File: src/rtl/hamming_decode_pipe.sv
// rtl/hamming_decode_pipe.sv - two-stage single-error-correcting decoder for 38-bit Hamming codewords
//
// Ports:
//   clk, rst_n           clock, asynchronous active-low reset
//   in_valid/in_ready    input handshake; enc_in is the 38-bit stored codeword
//   out_valid/out_ready  output handshake; dec_data is the corrected 32-bit word
//   out_corr             a single-bit error (data or parity bit) was corrected
//   out_err              syndrome above 38, data passed through uncorrected
//   cnt_clr              synchronous clear of both status counters
//   corr_cnt, err_cnt    saturating counts of delivered corrected / uncorrectable words
module hamming_decode_pipe #(
  parameter int CNT_W = 16
) (
  input  logic             clk,
  input  logic             rst_n,
  input  logic             in_valid,
  output logic             in_ready,
  input  logic [37:0]      enc_in,
  output logic             out_valid,
  input  logic             out_ready,
  output logic [31:0]      dec_data,
  output logic             out_corr,
  output logic             out_err,
  input  logic             cnt_clr,
  output logic [CNT_W-1:0] corr_cnt,
  output logic [CNT_W-1:0] err_cnt
);

  logic        adv;
  logic        s1_valid;
  logic [37:0] s1_code;
  logic [5:0]  s1_syn;
  logic [5:0]  syn;
  logic [37:0] fixed;
  logic [31:0] ext;
  logic        corr_n;
  logic        err_n;

  // Whole pipeline moves together; only a stalled, full output register blocks it.
  assign adv      = !out_valid || out_ready;
  assign in_ready = adv;

  // Syndrome bit k covers every codeword position (index+1) with bit k set.
  always_comb begin
    syn = '0;
    for (int i = 0; i < 38; i++) begin
      for (int k = 0; k < 6; k++) begin
        if ((((i + 1) >> k) % 2) == 1) begin
          syn[k] = syn[k] ^ enc_in[i];
        end
      end
    end
  end

  // A syndrome equal to a position names the bit to flip; 39..63 name no bit.
  always_comb begin
    fixed  = s1_code;
    corr_n = 1'b0;
    err_n  = 1'b0;
    if (s1_syn > 6'd38) begin
      err_n = 1'b1;
    end else if (s1_syn != 6'd0) begin
      corr_n = 1'b1;
      for (int i = 0; i < 38; i++) begin
        if (s1_syn == 6'(i + 1)) begin
          fixed[i] = ~s1_code[i];
        end
      end
    end
  end

  // Data bits occupy every non-power-of-two position, in ascending order.
  assign ext = {fixed[37:32], fixed[30:16], fixed[14:8], fixed[6:4], fixed[2]};

  always_ff @(posedge clk or negedge rst_n) begin
    if (!rst_n) begin
      s1_valid  <= 1'b0;
      s1_code   <= '0;
      s1_syn    <= '0;
      out_valid <= 1'b0;
      dec_data  <= '0;
      out_corr  <= 1'b0;
      out_err   <= 1'b0;
    end else if (adv) begin
      s1_valid  <= in_valid;
      s1_code   <= enc_in;
      s1_syn    <= syn;
      out_valid <= s1_valid;
      dec_data  <= ext;
      out_corr  <= corr_n & s1_valid;
      out_err   <= err_n & s1_valid;
    end
  end

  // Counters see only delivered words; clear wins over a same-cycle increment.
  always_ff @(posedge clk or negedge rst_n) begin
    if (!rst_n) begin
      corr_cnt <= '0;
      err_cnt  <= '0;
    end else if (cnt_clr) begin
      corr_cnt <= '0;
      err_cnt  <= '0;
    end else if (out_valid && out_ready) begin
      if (out_corr && (corr_cnt != {CNT_W{1'b1}})) begin
        corr_cnt <= corr_cnt + CNT_W'(1);
      end
      if (out_err && (err_cnt != {CNT_W{1'b1}})) begin
        err_cnt <= err_cnt + CNT_W'(1);
      end
    end
  end

endmodule

File: config.mk
export PLATFORM = sky130hd
export DESIGN_NAME = hamming_decode_pipe
export DESIGN_NICKNAME = d
export VERILOG_FILES = /design/src/rtl/hamming_decode_pipe.sv
export SDC_FILE = /design/constraint.sdc
export NUM_CORES = 1
export LEC_CHECK = 0
export ABC_AREA = 0
export CORE_AREA = 2 2 113 115
export DETAILED_ROUTE_END_ITERATION = 10
export DIE_AREA = 0 0 115 117
export HOLD_SLACK_MARGIN = 0.08
export PLACE_DENSITY = 0.82
export SLEW_MARGIN = 20
export SYNTH_ARGS = -nofsm -noshare
export SYNTH_HDL_FRONTEND = slang
export SYNTH_SLANG_ARGS = --single-unit
File: constraint.sdc
create_clock -name clk -period 2.27 [get_ports clk]
set_input_delay 0.454 -clock clk [delete_from_list [all_inputs] [get_ports clk]]
set_output_delay 0.454 -clock clk [all_outputs]
set_load 0.005 [all_outputs]
======== Word level (Yosys, flattened, before mapping) ========
Cells that the tools add are included.
storage, ports and cells
  bits in registers ....................... 112
  word-level logic and storage cells ...... 242
operators by class
  add/subtract/negate cells ............... 2
  order comparisons ....................... 1
  eq/ne operators ......................... 40
  muxes and demuxes ....................... 49
  bitwise operators ....................... 130
  reduce and logical (&&, ||, !) cells .... 11
operators with widths
  operator                 count
  $eq A6 B5 Y1 const B     16
  $mux W16                 6
  $xor A1 B1 Y1            90
  $mux W38                 2
  $eq A6 B4 Y1 const B     8
  $eq A6 B6 Y1 const B     7
  $mux W1                  41
  $not A1 Y1               38
  $add A16 B1 Y16 const B  2
  $ne A16 B16 Y1 const B   2
  $eq A6 B3 Y1 const B     4
  $eq A6 B2 Y1 const B     2
  $eq A6 B1 Y1 const B     1
  $gt A6 B6 Y1 const B     1
  $reduce_bool A2 Y1       3
  $reduce_bool A6 Y1       1
  $reduce_and A2 Y1        2
  $logic_and A1 B1 Y1      3
  $and A1 B1 Y1            2
  $logic_not A1 Y1         1
  $logic_or A1 B1 Y1       1

======== Longest topological paths before layout ========
  word-level depth ........................ 18
  gate-level depth with buffers ........... 8
  depth with buffers taken out ............ 6

======== Worst setup path after synthesis ========
No wires, ideal clock.
  path type ............................... register -> register
  start ................................... register err_cnt[0]
  end ..................................... register err_cnt[4]
  arrival time ............................ 1659 ps
  required time ........................... 2138 ps
  path slack .............................. 479 ps
  stages on the path, launching flop included .. 9
  path through ............................ dfrtp_1 ha_1 and3_1 and4_1 clkbuf_1 buf_2 nor3b_1 xnor2_1 nor2_1
on the way
  word-level cells in the longest chain between the ends .. 4
  elaborated cells between the ends (all ways) .. 8
  classes of those cells .................. 1 x add/sub; 1 x eq/ne; 3 x mux; 3 x reduce/logical
ends and longest elaborated chain
  what                                               RTL line  source
  start, declared                                    26        output logic [CNT_W-1:0] err_cnt
  start signal, assigned                             108       err_cnt <= err_cnt + CNT_W'(1);
  $add A16 B1 Y16 or $ne A16 B16 Y1 (tied branches)  108, 107
  $mux W16 or $logic_and A1 B1 Y1 (tied branches)    107       if (out_err && (err_cnt != {CNT_W{1'b1}})) begin
  $mux W16 or $reduce_bool A2 Y1 (tied branches)     n/a
  $mux W16 or $reduce_and A2 Y1 (tied branches)      n/a
Several ways; a longest one is shown, not always the timed one. The select of a mux whose other input is x is not followed.
A chain may end at the register's enable or synchronous reset.

======== Final worst setup path ========
  start ................................... register out_valid
  end ..................................... output in_ready
on the way
  word-level cells in the longest chain between the ends .. 2
ends and longest elaborated chain
  what                    RTL line  source
  start, declared         19        output logic out_valid,
  start signal, assigned  88        out_valid <= s1_valid;
  $logic_not A1 Y1        40        assign adv = !out_valid || out_ready;
  $logic_or A1 B1 Y1      40
  end, declared           17        output logic in_ready,
No other way between the ends.

==> results.yml <==
die:
  core_um2: 12310
  die_y_um: 117
  die_x_um: 115
  boundaryPins: 111
  start_util_pct: 45.13
  rows: 41
  dieArea_um2: 13460
clock_network:
  insertion_delay_ns: 0.35
  clk_pin_slew_ns: 0.07
  cts_buffer_depth: 2
  cts.repair.resized: 0
  clock-sinks: 106
  cts_buffers: 9
  post_cts_buffers: 0
  h-tree-depth: 3
  cts.root.buffer_cell: "clkbuf_16"
  cts_tree: "built"
  holdBufCountCts: 0
power_and_ir_drop:
  p_sw_w: 0.001816
  internal_power_w: 0.003816
  p_leak_nw: 3.007
  p_seq_share_pct: 43.4
  clockPowerShare_pct: 27.3
  vdd_ir_drop_max_uv: 394.1
  pwr_density_cell_nw_per_um2: 782.4
  power_w: 0.005633
  comb_power_share_pct: 29.3
  netSwitchingFraction_pct: 32.25
global_route:
  grt_max_degree: 109
  grt_overflow: 0
  grt_use_total_pct: 20.22
  antenna_found_initial: 0
  grt_pass1_vias: 4459
  grt_pass1_wl_um: 21460
timing:
  hold_viol_final: 0
  fin_crit_sh_pct: 91.13
  timing.final.crit_period_ns: 2.069
  finalSetupViolations: 0
  rsz0062_at_grt: "no"
  skew_ns: 0.01109
  slew_headroom_pct: 58.47
  max_clock_freq_mhz: 483.4
  worst_pin_slew_ns: 0.6229
  slew_viol_final: 0
  worst_hold_slack_ns: 0.1106
drt:
  wl_per_cell_um: 15.09
  drt_pass1_iterations: 4
  wirelength_um: 13170
  drc: 0
  ant_nets: 0
  first_iter_violations: 401
  viasPerCell: 5.231
  num_vias: 4567
cells_and_area:
  final_layout_size_suffix_gt1_share_pct: 6.224
  finalNonFillerCells: 873
  final_core_util_pct: 58.48
  areaGrowthSynthToFinish_pct: 29.57
  layout.nets: 763
  final_cell_mix: "nand2_1, clkdlybuf4s50_1, dfrtp_1, xnor2_1, o21ai_0"
  layout_commonest_cell: "nand2_1"
  n_antenna_cell: 0
setup_path:
  crit_slowest_cell: "clkdlybuf4s50_1"
  worst_ep_required_time_ns: 1.82
  start_kind: "flop"
  crit_fanout: 5
  cp_slowest_stage_delay_ns: 0.53
  rrSetupSlack_ns: 0.32
  end_kind: "output port"
  critPathKind: "reg2out"
  crit_arrival_ns: 1.61
  crit_chain: "nor2b_4 > inv_1 > clkdlybuf4s50_1"
logic_synthesis:
  synth_nets: 651
  synth_cell_types: 42
  synthCells: 606
  synth_seq_cells: 106
  synth.avg_cell_area_um2: 9.169
  yosys_warnings: 0
  syn-cell-area_um2: 5557
  ys_seq_area_share_pct: 47.74
placement:
  io_buffers: 110
  gp_congestion: 0.9562
  hpwlAfterDp_um: 9838
  dp_cells: 857
run:
  max_cap_violations: 0
hold_path:
  hold_path_class: "in2async"
status:
  outcome: "completed"
==> through the flow <==
step                worst slack, ns  setup TNS, ns  instance area [um2]
floorplan                    0.4794              0                 5557
global placement          -0.001669      -0.001669                 6904
detailed placement         -0.04207        -0.1277                 6904
CTS                         0.04142              0                 7197
global route                 0.1517              0                 7199
finish                       0.2014              0                 7199
==> per-layer routing <==
| metal | track usage [%] | up-vias | wire [um] |
|---|---|---|---|
| li1 | - | 2199 | - |
| met1 | 26.27 | 2173 | 5679 |
| met2 | 33.53 | 171 | 6433 |
| met3 | 4.068 | 24 | 796 |
| met4 | 8.032 | 0 | 261 |
| met5 | 0 | - | 0 |
==> synthesized netlist by cell type <==
| library cell | instances | share of area (%) |
|---|---|---|
| xor2_1 | 37 | 5.8 |
| nor4_2 | 1 | 0.23 |
| nand4_4 | 1 | 0.38 |
| a21oi_1 | 8 | 0.72 |
| and3_1 | 3 | 0.34 |
| nor2_1 | 39 | 2.6 |
| and4_2 | 1 | 0.18 |
| or4_1 | 1 | 0.14 |
| and4_1 | 6 | 0.95 |
| xnor2_1 | 71 | 11 |
| clkbuf_1 | 24 | 1.6 |
| nor2b_1 | 11 | 1.2 |
| buf_1 | 1 | 0.067 |
| nand2_1 | 171 | 12 |
| xnor3_1 | 6 | 2.4 |
| a31o_2 | 1 | 0.16 |
| a311oi_1 | 1 | 0.16 |
| nor3b_1 | 5 | 0.68 |
| ha_1 | 2 | 0.45 |
| o21bai_4 | 1 | 0.34 |
| buf_2 | 1 | 0.090 |
| nand3_1 | 21 | 1.9 |
| inv_1 | 5 | 0.34 |
| mux2_2 | 1 | 0.20 |
| nor3_1 | 13 | 1.2 |
| o21ai_0 | 41 | 3.7 |
| or2_2 | 1 | 0.11 |
| o31ai_1 | 1 | 0.14 |
| mux2i_1 | 1 | 0.18 |
| nor4_1 | 4 | 0.45 |
| and2_1 | 4 | 0.45 |
| dfrtp_1 | 106 | 48 |
| nand4_1 | 4 | 0.45 |
| a311o_1 | 1 | 0.18 |
| o211a_1 | 1 | 0.18 |
| nand2b_1 | 4 | 0.45 |
| or4_4 | 1 | 0.20 |
| nor4b_1 | 1 | 0.16 |
| or3_1 | 1 | 0.11 |
| a41o_1 | 1 | 0.18 |
| or3_2 | 1 | 0.14 |
| nor3b_2 | 1 | 0.23 |
==> area by class of cell <==
cell class / instances / area [um2]
tap: 150 / 187.7
clock buffer: 9 / 225.2
timing repair buffer: 127 / 1254
inverter: 5 / 18.77
sequential: 106 / 2653
fill: 1061 / 5112
clock inverter: 7 / 67.56
multi-input combinational: 469 / 2794
==> power by group through the flow <==
| stage | logic [W] | clock network (W) | registers [W] |
|---|---|---|---|
| 4_1_cts | 0.00166 | 0.00158 | 0.00244 |
| 3_3_place_gp | 0.00161 | 0 | 0.00246 |
| 5_1_grt | 0.00180 | 0.00166 | 0.00249 |
| 3_5_place_dp | 0.00165 | 0 | 0.00248 |
| 2_1_floorplan | 0.000928 | 0 | 0.00241 |
| 6_report | 0.00165 | 0.00154 | 0.00245 |
==> path summary, 6_finish.rpt <==
path / from / end / depth (start not counted)
min: rst_n / err_cnt[10]$_DFFE_PN0P_ / 1
min in group clk: dec_data[6]$_DFFE_PN0P_ / dec_data[6]$_DFFE_PN0P_ / 2
max: out_valid$_DFFE_PN0P_ / in_ready / 3
max in group asynchronous: rst_n / corr_cnt[14]$_DFFE_PN0P_ / 2
min reg2reg: dec_data[6]$_DFFE_PN0P_ / dec_data[6]$_DFFE_PN0P_ / 2
max reg2reg: err_cnt[0]$_DFFE_PN0P_ / err_cnt[15]$_DFFE_PN0P_ / 6
==> sequential cells by signal (all words and copies together), names as in the netlist <==
name	flops
dec_data	32
s1_valid	1
s1_syn	6
out_err	1
corr_cnt	16
out_corr	1
out_valid	1
err_cnt	16
s1_code	32
==> kinds of logic after synthesis <==
kind of cell,count (synthesis),share of synthesized area (%)
compound gates,56,5.742
xor+xnor,114,19.46
fa+ha+maj,2,0.4503
buf+inv,31,2.117
flops,106,47.74
mux,2,0.3828
simple gates,295,24.12
==> critical path, delay by kind of cell (launching register included) <==
family                 cells  cell delay, ns
buffers and inverters      2            0.67
AND/OR/NAND/NOR            1            0.16
flip-flops                 1            0.44
Note: power is estimated with default switching activity, not from simulation.
